$ cat config.mk
export PLATFORM = sky130hd
export DESIGN_NAME = fp_operand_issue
export DESIGN_NICKNAME = d
export VERILOG_FILES = /design/src/rtl/fpu_pkg.sv /design/src/rtl/fpu_operand_fifo.sv /design/src/rtl/fp_operand_issue.sv
export SDC_FILE = /design/constraint.sdc
export NUM_CORES = 1
export LEC_CHECK = 0
export CORE_UTILIZATION = 45
export CTS_CLUSTER_SIZE = 28
export DETAILED_ROUTE_END_ITERATION = 8
export PLACE_DENSITY = 0.69
export SLEW_MARGIN = 20
export SYNTH_ARGS = -nofsm -noshare
export SYNTH_HDL_FRONTEND = slang
export SYNTH_HIERARCHICAL = 1
export SYNTH_SLANG_ARGS = --single-unit
export TNS_END_PERCENT = 30
$ cat constraint.sdc
create_clock -name Clock -period 2.74 [get_ports Clock]
set_input_delay 0.548 -clock Clock [delete_from_list [all_inputs] [get_ports Clock]]
set_output_delay 0.548 -clock Clock [all_outputs]
set_load 0.05 [all_outputs]
$ cat src/rtl/fpu_pkg.sv
// Shared types for the FP operand issue path: FSM encoding, single-precision field
// positions and the operand bundle carried from the datapath to the add/sub unit.
package fpu_pkg;

  localparam int unsigned FP_N     = 32;
  localparam int unsigned SIGN_BIT = 31;
  localparam int unsigned EXP_MSB  = 30;
  localparam int unsigned EXP_LSB  = 23;
  localparam int unsigned FRAC_MSB = 22;

  typedef enum logic [1:0] {
    IDLE   = 2'd0,
    LAUNCH = 2'd1,
    WAIT   = 2'd2
  } state_t;

  typedef struct packed {
    logic [FP_N-1:0] a;
    logic [FP_N-1:0] b;
    logic            mode;
  } operand_t;

endpackage

$ cat src/rtl/fpu_operand_fifo.sv
// DEPTH-entry register FIFO for operand bundles; flush clears pointers and count and
// wins over a simultaneous push or pop.
module fpu_operand_fifo #(
  parameter int unsigned W     = 65,
  parameter int unsigned DEPTH = 4
) (
  input  logic                         clk,
  input  logic                         rst_n,
  input  logic                         push,
  input  logic                         pop,
  input  logic                         flush,
  input  logic [W-1:0]                 wr_data,
  output logic [W-1:0]                 rd_data,
  output logic [$clog2(DEPTH+1)-1:0]   count,
  output logic                         full,
  output logic                         empty
);

  localparam int unsigned PW = (DEPTH > 1) ? $clog2(DEPTH) : 1;
  localparam int unsigned CW = $clog2(DEPTH + 1);

  logic [W-1:0]  mem [DEPTH];
  logic [PW-1:0] wr_ptr;
  logic [PW-1:0] rd_ptr;
  logic          push_ok;
  logic          pop_ok;

  assign full    = (count == CW'(DEPTH));
  assign empty   = (count == '0);
  assign push_ok = push && !full && !flush;
  assign pop_ok  = pop && !empty && !flush;
  assign rd_data = mem[rd_ptr];

  // Pointers wrap naturally because DEPTH is a power of two.
  always_ff @(posedge clk or negedge rst_n) begin
    if (!rst_n) begin
      wr_ptr <= '0;
      rd_ptr <= '0;
      count  <= '0;
    end else if (flush) begin
      wr_ptr <= '0;
      rd_ptr <= '0;
      count  <= '0;
    end else begin
      if (push_ok) wr_ptr <= wr_ptr + PW'(1);
      if (pop_ok)  rd_ptr <= rd_ptr + PW'(1);
      case ({push_ok, pop_ok})
        2'b10:   count <= count + CW'(1);
        2'b01:   count <= count - CW'(1);
        default: count <= count;
      endcase
    end
  end

  always_ff @(posedge clk) begin
    if (push_ok) mem[wr_ptr] <= wr_data;
  end

endmodule

$ cat src/rtl/fp_operand_issue.sv
// Operand queue and issue sequencer in front of the FP add/sub unit: one start pulse per
// queued pair, next issue only after op_done. Optional watchdog: FPU_ISSUE_WATCHDOG_EN.
module fp_operand_issue
  import fpu_pkg::*;
#(
  parameter int unsigned N     = 32,
  parameter int unsigned DEPTH = 4,
  parameter int unsigned TMO   = 64
) (
  input  logic                        Clock,
  input  logic                        reset,
  input  logic                        in_valid,
  output logic                        in_ready,
  input  logic [N-1:0]                in_a,
  input  logic [N-1:0]                in_b,
  input  logic                        in_mode,
  input  logic                        flush,
  input  logic                        op_done,
  output logic                        start,
  output logic [N-1:0]                A,
  output logic [N-1:0]                B,
  output logic                        mode,
  output logic                        busy,
  output logic [$clog2(DEPTH+1)-1:0]  count,
  output logic                        wd_err
);

  localparam int unsigned BW = 2 * N + 1;

  if ((DEPTH < 2) || ((DEPTH & (DEPTH - 1)) != 0) || (TMO < 2)) begin : g_bad_params
    $error("fp_operand_issue: DEPTH must be a power of two >= 2 and TMO >= 2");
  end

  state_t        state;
  state_t        state_nx;
  logic          pop;
  logic          start_nx;
  logic          busy_nx;
  logic          wd_hit_c;
  logic          full;
  logic          empty;
  logic [BW-1:0] head;

  fpu_operand_fifo #(
    .W     (BW),
    .DEPTH (DEPTH)
  ) u_fifo (
    .clk     (Clock),
    .rst_n   (reset),
    .push    (in_valid),
    .pop     (pop),
    .flush   (flush),
    .wr_data ({in_a, in_b, in_mode}),
    .rd_data (head),
    .count   (count),
    .full    (full),
    .empty   (empty)
  );

  assign in_ready = !full;

  // Next-state and registered-output next values.
  always_comb begin
    state_nx = state;
    pop      = 1'b0;
    case (state)
      IDLE: begin
        if (!empty && !flush) begin
          pop      = 1'b1;
          state_nx = LAUNCH;
        end
      end
      LAUNCH: state_nx = WAIT;
      WAIT: begin
        if (op_done || wd_hit_c) state_nx = IDLE;
      end
      default: state_nx = IDLE;
    endcase
    start_nx = (state_nx == LAUNCH);
    busy_nx  = (state_nx != IDLE);
  end

  always_ff @(posedge Clock or negedge reset) begin
    if (!reset) begin
      state <= IDLE;
      start <= 1'b0;
      busy  <= 1'b0;
      A     <= '0;
      B     <= '0;
      mode  <= 1'b0;
    end else begin
      state <= state_nx;
      start <= start_nx;
      busy  <= busy_nx;
      if (pop) {A, B, mode} <= head;
    end
  end

`ifdef FPU_ISSUE_WATCHDOG_EN
  localparam int unsigned WD_W = $clog2(TMO);

  logic [WD_W-1:0] wd_cnt;

  // wd_cnt holds cycles elapsed since the start pulse; hitting TMO-1 in WAIT aborts the op.
  assign wd_hit_c = (state == WAIT) && !op_done && (wd_cnt == WD_W'(TMO - 1));

  always_ff @(posedge Clock or negedge reset) begin
    if (!reset) begin
      wd_cnt <= '0;
      wd_err <= 1'b0;
    end else begin
      if (state == LAUNCH)                wd_cnt <= WD_W'(1);
      else if (state == WAIT && !wd_hit_c) wd_cnt <= wd_cnt + WD_W'(1);
      if (wd_hit_c) wd_err <= 1'b1;
    end
  end
`else
  assign wd_hit_c = 1'b0;
  assign wd_err   = 1'b0;
`endif

endmodule

After elaboration in Yosys (flattened, before gate mapping):

Memories as Yosys holds them, arrays and structs flattened. A register that Yosys moved wholly into a read port is not among the register bits.
Index checks and enable logic that the tools add are counted.

* output and inout bits: 72
* memory bits (writable): 260
* register bits after elaboration: 11
* word-level logic and storage cells: 45
* memories kept: 1

Memory list
* u_fifo.mem: depth 4, width 65, rd ports 1, clocked after memory_dff 1, wr ports 1, RTL line fpu_operand_fifo.sv:22 `logic [W-1:0] mem [DEPTH];`

* reduce and logical (&&, ||, !) cells: 15
* multiplexer cells: 13
* eq/ne operators: 6
* add/subtract/negate cells: 4

Operators by type and width (count)
* 2-bit two-way mux: 6
* 2-bit by 1-bit == test with 1-bit output, second input constant: 3
* 2-bit one-hot mux with 3 select lines: 1
* 3-bit one-hot mux with 2 select lines: 1
* 2-bit nonzero test: 3
* 1-bit logical AND: 5
* 2-bit by 1-bit adder with 2-bit output, second input constant: 2
* 2-bit == test, second input constant: 2
* 1-bit logical NOT: 4
* 1-bit two-way mux: 4
* 3-bit by 1-bit adder with 3-bit output, second input constant: 1
* 3-bit == test, second input constant: 1
* 3-bit logical NOT: 1
* 3-bit two-way mux: 1
* 3-bit nonzero test: 1
* 3-bit by 1-bit subtractor with 3-bit output, second input constant: 1
* 2-bit logical NOT: 1

Longest topological paths before layout:

Gate-level depths: netlist of the first run.

* depth in word-level cells: 10
* depth in mapped cells: 9
* mapped depth without buffers: 7

By module:

The synthesis of the first run kept the hierarchy.

Modules (own cells, without submodules)
* fpu_operand_fifo: area each 9989.6 sq um, sequential area each 7982.7 sq um, cells each 407, times used 1
* fp_operand_issue: area each 2593.7 sq um, sequential area each 1726.7 sq um, cells each 152, times used 1

Least setup slack after synthesis of the first run:

Ideal clock, no wire load.

* path type: register to register
* start: register u_fifo.count[0]
* end: memory u_fifo.mem[0][0], enable pin
* data required time: 2.310 ns
* period minus slack after synthesis: 3.119 ns
* setup time: 0.430 ns
* slack: -0.379 ns
* cell stages (with the launch flop): 4
* arrival time: 2.689 ns
* cells stage by stage: dfrtp_1 -> nor3b_1 -> nor3_1 -> and2_1

* longest elaborated chain between the ends: 6

RTL lines
* start: declaration: RTL line fpu_operand_fifo.sv:14 `output logic [$clog2(DEPTH+1)-1:0] count,`
* start signal: assignment: RTL line fpu_operand_fifo.sv:48 `2'b10: count <= count + CW'(1);`
* start signal: assignment: RTL line fpu_operand_fifo.sv:49 `2'b01: count <= count - CW'(1);`
* start signal: assignment: RTL line fpu_operand_fifo.sv:50 `default: count <= count;`
* 3-bit == test: RTL line fpu_operand_fifo.sv:28 `assign full = (count == CW'(DEPTH));`
* net full: RTL line fp_operand_issue.sv:40 `logic full;`
* 1-bit logical NOT: RTL line fpu_operand_fifo.sv:30 `assign push_ok = push && !full && !flush;`
* 1-bit logical AND (2 in a row): RTL line fpu_operand_fifo.sv:30
* 1-bit two-way mux: RTL line fpu_operand_fifo.sv:56 `if (push_ok) mem[wr_ptr] <= wr_data;`
* 1-bit two-way mux (implied by the code): RTL line fpu_operand_fifo.sv:56
* end: declaration: RTL line fpu_operand_fifo.sv:22

The timed path passes the listed nets, and every way through them passes these cells.

Final worst setup path of the first run:

* start: register u_fifo.count[1]
* end: output port in_ready

* longest elaborated chain between the ends: 2

RTL lines
* 3-bit == test: RTL line fpu_operand_fifo.sv:28
* net full: RTL line fp_operand_issue.sv:40
* 1-bit logical NOT: RTL line fp_operand_issue.sv:60 `assign in_ready = !full;`
* end: declaration: RTL line fp_operand_issue.sv:13 `output logic in_ready,`

The timed path passes the listed nets, and every way through them passes these cells.

==> results of run 1 <==
==> worst max-delay path by stage <==
stage	from	end	slack [ns]	cells after the start
2_1_floorplan	u_fifo/count[0]$_DFFE_PN0P_	u_fifo/mem[0][0]$_DFFE_PP_	-0.38	3
3_3_place_gp	flush	u_fifo/count[1]$_DFFE_PN0P_	0.24	7
3_5_place_dp	flush	u_fifo/mem[0][24]$_DFFE_PP_	0.16	5
4_1_cts	u_fifo/count[1]$_DFFE_PN0P_	in_ready	0.12	3
5_1_grt	u_fifo/count[1]$_DFFE_PN0P_	in_ready	0.03	3
6_report	u_fifo/count[1]$_DFFE_PN0P_	in_ready	0.13	3
==> through the flow <==
| step | area (um^2) | power [mW] | instances | hold slack (ns) |
|---|---|---|---|---|
| after floorplan | 12600 | 8.82 | 559 | 0.252 |
| after global placement | 14600 | 10.2 | 1068 | 0.466 |
| after detailed placement | 14600 | 10.3 | 1068 | 0.474 |
| after CTS | 15800 | 15.0 | 1134 | 0.164 |
| after global routing | 15800 | 15.4 | 1134 | 0.191 |
| final | 15800 | 14.8 | 1134 | 0.137 |
==> timing repair <==
item / CTS / global route
gates resized for setup: 1 / 0
endpoints found under the hold margin: 0 / 0
buffers inserted: 0 / 0
endpoints found under the setup margin: 1 / 0
==> metal layers <==
| layer | up-vias | share of wire, % | GRT usage (%) |
|---|---|---|---|
| met4 | 0 | 1.6 | 4.58 |
| met2 | 157 | 54 | 31.9 |
| met5 | - | 0 | 0 |
| met3 | 36 | 5.9 | 4.48 |
| met1 | 3134 | 38 | 20.3 |
| li1 | 2614 | - | - |
==> flip-flops by register name, summed over array words and instances (netlist names) <==
name and count:
A 32, B 32, busy 1, mode 1
start 1, state 2, u_fifo/count 3, u_fifo/mem 260
u_fifo/rd_ptr 2, u_fifo/wr_ptr 2
==> placed cells by master, fill, tap and decap left out, types with 7 or more instances in the layout <==
master,instances
buf_4,10
edfxtp_1,260
clkdlybuf4s50_1,139
clkbuf_16,38
buf_12,17
mux2_1,39
mux4_2,65
mux2_2,27
dfrtp_1,74
clkbuf_1,11
clkinv_1,7
==> Yosys cell counts (2+ instances only) <==
cell	n	area share, %
a21oi_1	6	0.24
and2_1	5	0.25
buf_12	4	0.64
buf_2	10	0.40
buf_4	6	0.36
buf_6	5	0.45
clkbuf_1	3	0.089
dfrtp_1	76	15
edfxtp_1	260	62
ha_1	4	0.40
inv_1	5	0.15
mux2_1	39	3.5
mux2_2	27	2.4
mux4_2	65	12
nand2b_1	4	0.20
nand3b_1	3	0.18
nor2_1	6	0.18
nor3_1	3	0.12
nor3b_1	2	0.12
nor4_1	3	0.15
o21ai_0	3	0.12
o22ai_1	2	0.099
or3_1	2	0.099
xor2_1	2	0.14
==> power by group through the flow <==
stage               registers [mW]  logic [mW]  clock network [mW]
floorplan                     8.21       0.611                   0
global placement              6.49        3.73                   0
detailed placement            6.53        3.76                   0
CTS                           6.44        3.77                4.78
global route                  6.50        3.89                4.98
finish                        6.42        3.73                4.66
==> cell type report <==
cell class                 instances  share of cell area, %
multi-input combinational        189                   16.7
tap                              372                   2.95
timing repair buffer             166                   11.4
clock inverter                    17                   1.07
clock buffer                      49                   6.28
sequential                       336                   61.5
inverter                           5                  0.119
==> kinds of logic (layout without fill, tap and decap cells) <==
kind of cell	count (synthesis)	count (layout)	share of synthesized area, %
compound gates	19	19	0.965
other cells	1	1	0.0298
xor+xnor	3	3	0.209
mux	131	131	17.5
flops	336	336	77.2
buf+inv	34	237	2.11
simple gates	30	30	1.43
fa+ha+maj	5	5	0.557
==> results.tsv, run 1 <==
metric	value	unit
worst vdd ir	0.000799	V
Inserted Clock Buffers	36	
Req. time, crit path	2.19	ns
CTS tree	done	
layout filler cell count	1989	
Crit. End Element	output port	
Pwr per Cell Area	938	nW/um^2
Slew Limit Fails	0	
switching part of the total	30.6	%
Clk pwr share	31.5	%
clk slew on worst S/H paths	0.06	ns
Max-slew headroom	44.5	%
drt pass-1 iters	4	
Initial Util	46.3	%
chip width	169	um
Rows	60	
outcome	complete, no violations	
fin crit share	95.4	%
CP top delay family	buffers and inverters	
drt wl/cell	21.0	um
RSZ-0062 raised after global routing	no	
Seq. cell area	9720	um^2
Nets	809	
Cell Chain, Critical Path	nor3b_2 -> inv_1 -> clkdlybuf4s50_1	
iteration-0 DRC count of the detailed router	344	
share of post-route cells with drive strength above 1	23.0	%
slowest CP cell	clkdlybuf4s50_1	
flop2flop setup slack	0.53	ns
Multi-input gate area	2630	um^2
Via-to-Cell Ratio	5.24	
CP Launch Type	flop	
gr ovfl total	0	
CP Class	flop to output port	
worst skew pair latency	0.50	ns
Ys Warns	6	
antenna fix cells	0	
final setup vio count	0	
Gate Count Post-Synth	559	
min cycle time layout	2.61	ns
syn_nets	634	
synthesized area	12600	um^2
gpl congestion	0.749	
number of global-route vias before repair	6628	
Worst Setup Slack, final	0.127	ns
Leak	5.32	nW
CTS Hold Bufs	0	
# DRC	0	
Root Buffer	clkbuf_16	
Int Power	10.3	mW
total wire length	23800	um
Most used DFF post-synth	edfxtp_1	
Max Clk Rate	383	MHz
Final ANT Viol Nets	0	
asr flop ratio synth	22.6	%
synth unique cells	38	
Net Sw Power	4.54	mW
synthesized flop and latch total	336	
setup_tns	0	ns
number of synthesized flops with an enable pin	260	
Reg2Reg Depth	8	
largest net degree at the start of global routing	53	
aggregate global-route resource usage	17.4	%
IO Port Bufs	140	
Final HPWL DP	14800	um
area grow syn2layout	25.6	%
CTS H-Tree Depth	2	
initial antenna violation count	1	
worst-margin pin slew	0.832	ns
syn avg cell area	22.5	um^2
Reg-to-Reg Start	u_fifo/count[1]$_DFFE_PN0P_	
slowest stage delay, CP	0.71	ns
logic gate share of total power	25.2	%
maximum fanout along the worst path	6	
I/O Pins	142	
Die Area	28600	um^2
clk sinks	336	
Buf/Inv on CP	2	
clk_skew	0.0102	ns
max capacitance violation total	0	
global-route wire length before repair	37300	um
final hold vios	0	
pre-CTS WS	0.161	ns
Core ar.	27200	um^2
chip height	169	um
crit path DAT	2.07	ns
via count	5941	
reg-to-reg endpoint	u_fifo/count[1]$_DFFE_PN0P_	
sequential power share	43.4	%
HP Class	input port to asynchronous set/reset pin	
Seq/Total Area, Yosys	77.2	%
Util after Layout	58.1	%
Clock Tree Buf Depth	3	
Note: power is estimated with default switching activity, not from simulation.
==> inputs of run 2 (changes only) <==
CTS_CLUSTER_SIZE = 12   (was 28)
==> results.tsv, run 2 (same netlist as run 1, synthesis figures left out) <==
metric	value	unit
outcome	complete, no violations	
gr ovfl total	0	
max capacitance violation total	0	
fin crit share	94.8	%
layer with the highest usage	met2	
clk sinks	336	
Via-to-Cell Ratio	5.27	
Max-slew headroom	44.9	%
Final HPWL DP	14800	um
Rows	60	
Max Clk Rate	385	MHz
Nets	809	
pre-CTS WS	0.161	ns
Initial Util	46.3	%
drt pass-1 iters	4	
chip height	169	um
worst vdd ir	0.000883	V
gpl congestion	0.749	
Crit. End Element	output port	
# placed instances	1068	
final hold vios	0	
CTS tree	done	
Core ar.	27200	um^2
Seq. cell area	9720	um^2
drt wl/cell	21.4	um
area grow syn2layout	25.6	%
flop2flop setup slack	0.54	ns
CTS Hold Bufs	0	
global-route wire length before repair	37700	um
antenna fix cells	0	
Leak	5.33	nW
Fin Hold WS	0.138	ns
met3 GRT Util	4.08	%
chip width	169	um
maximum fanout along the worst path	6	
commonest non-fill, non-tap cell in the layout	edfxtp_1	
crit path DAT	2.05	ns
number of global-route vias before repair	6653	
clk slew on worst S/H paths	0.06	ns
share of post-route cells with drive strength above 1	23.0	%
iteration-0 DRC count of the detailed router	369	
initial antenna violation count	1	
total wire length	24200	um
M2 GR Usage	32.7	%
# DRC	0	
met1 GRT Util	20.4	%
Largest register FFs	260	
clk_skew	0.0141	ns
most frequent cells in the layout	edfxtp_1 (260), clkdlybuf4s50_1 (139), dfrtp_1 (74), mux4_2 (65), mux2_1 (39)	
CTS H-Tree Depth	2	
Clock Tree Buf Depth	3	
largest net degree at the start of global routing	53	
Req. time, crit path	2.19	ns
worst skew pair latency	0.50	ns
Multi-input gate area	2630	um^2
layout filler cell count	1993	
Inserted Clock Buffers	36	
CP Launch Type	flop	
via count	5968	
Final ANT Viol Nets	0	
Root Buffer	clkbuf_16	
final setup vio count	0	
Die Area	28600	um^2
worst-margin pin slew	0.826	ns
Worst Setup Slack, final	0.143	ns
min cycle time layout	2.60	ns
IO Port Bufs	140	
Post-CTS Setup Inserts	0	
Pwr per Cell Area	939	nW/um^2
HP Class	input port to asynchronous set/reset pin	
CTS resizes	1	
aggregate global-route resource usage	17.6	%
non-filler cells, final	1132	
RSZ-0062 raised after global routing	no	
Top Registers	u_fifo/mem x260, A x32, B x32	
Slew Limit Fails	0	
CP Class	flop to output port	
I/O Pins	142	
Largest Register	u_fifo/mem	
-- run 2: cell count changes in the layout (fill, tap and decap cells not counted) --
cell        previous run  this run
clkinv_4               1         0
clkbuf_1              11        14
clkinvlp_4             1         0
clkinv_2               4         2
bufinv_16              3         2
clkbuf_8               0         5
clkinv_1               7         2
-- run 2: layout make-up --
cell class	instances	share of cell area, %
Sequential cell	336	61.5
Multi-Input combinational cell	189	16.7
Timing Repair Buffer	166	11.4
Clock buffer	57	6.78
Tap cell	372	2.94
Clock inverter	7	0.594
Inverter	5	0.119
-- run 2: routing by layer --
layer,part of all wire (%),vias up,wire length [um]
met1,38,3164,9290
met4,1.8,0,425
met2,55,157,13200
met5,0,-,0
li1,-,2611,-
met3,5.2,36,1250
-- run 2: per-stage QoR --
| stage | setup TNS, ns | power [mW] | utilization (%) | area (um^2) |
|---|---|---|---|---|
| finish | 0 | 14.8 | 58.2 | 15800 |
| global route | 0 | 15.4 | 58.2 | 15800 |
| CTS | 0 | 15.0 | 58.2 | 15800 |
| detailed placement | 0 | 10.3 | 53.9 | 14600 |
| global placement | 0 | 10.2 | 53.9 | 14600 |
| floorplan | -49.11 | 8.82 | - | 12600 |
-- run 2: final timing paths --
check	depth (start not counted)	to	start
min in group Clock	1	B[11]$_DFFE_PN0P_	B[11]$_DFFE_PN0P_
min reg2reg	1	B[11]$_DFFE_PN0P_	B[11]$_DFFE_PN0P_
max	3	in_ready	u_fifo/count[1]$_DFFE_PN0P_
max in group asynchronous	2	u_fifo/rd_ptr[1]$_DFFE_PN0P_	reset
max reg2reg	8	u_fifo/count[1]$_DFFE_PN0P_	u_fifo/count[1]$_DFFE_PN0P_
min	1	B[21]$_DFFE_PN0P_	reset
-- run 2: critical path, cell delays in order, from the launching register on --
cell and delay [ns]:
dfrtp_1 0.39, nor3b_2 0.37, inv_1 0.08, clkdlybuf4s50_1 0.71
-- run 2: where the power goes --
group	internal (mW)	switching (mW)
sequential	6.10	0.320
clock	2.87	1.81
combinational	1.34	2.40
total	10.3	4.53
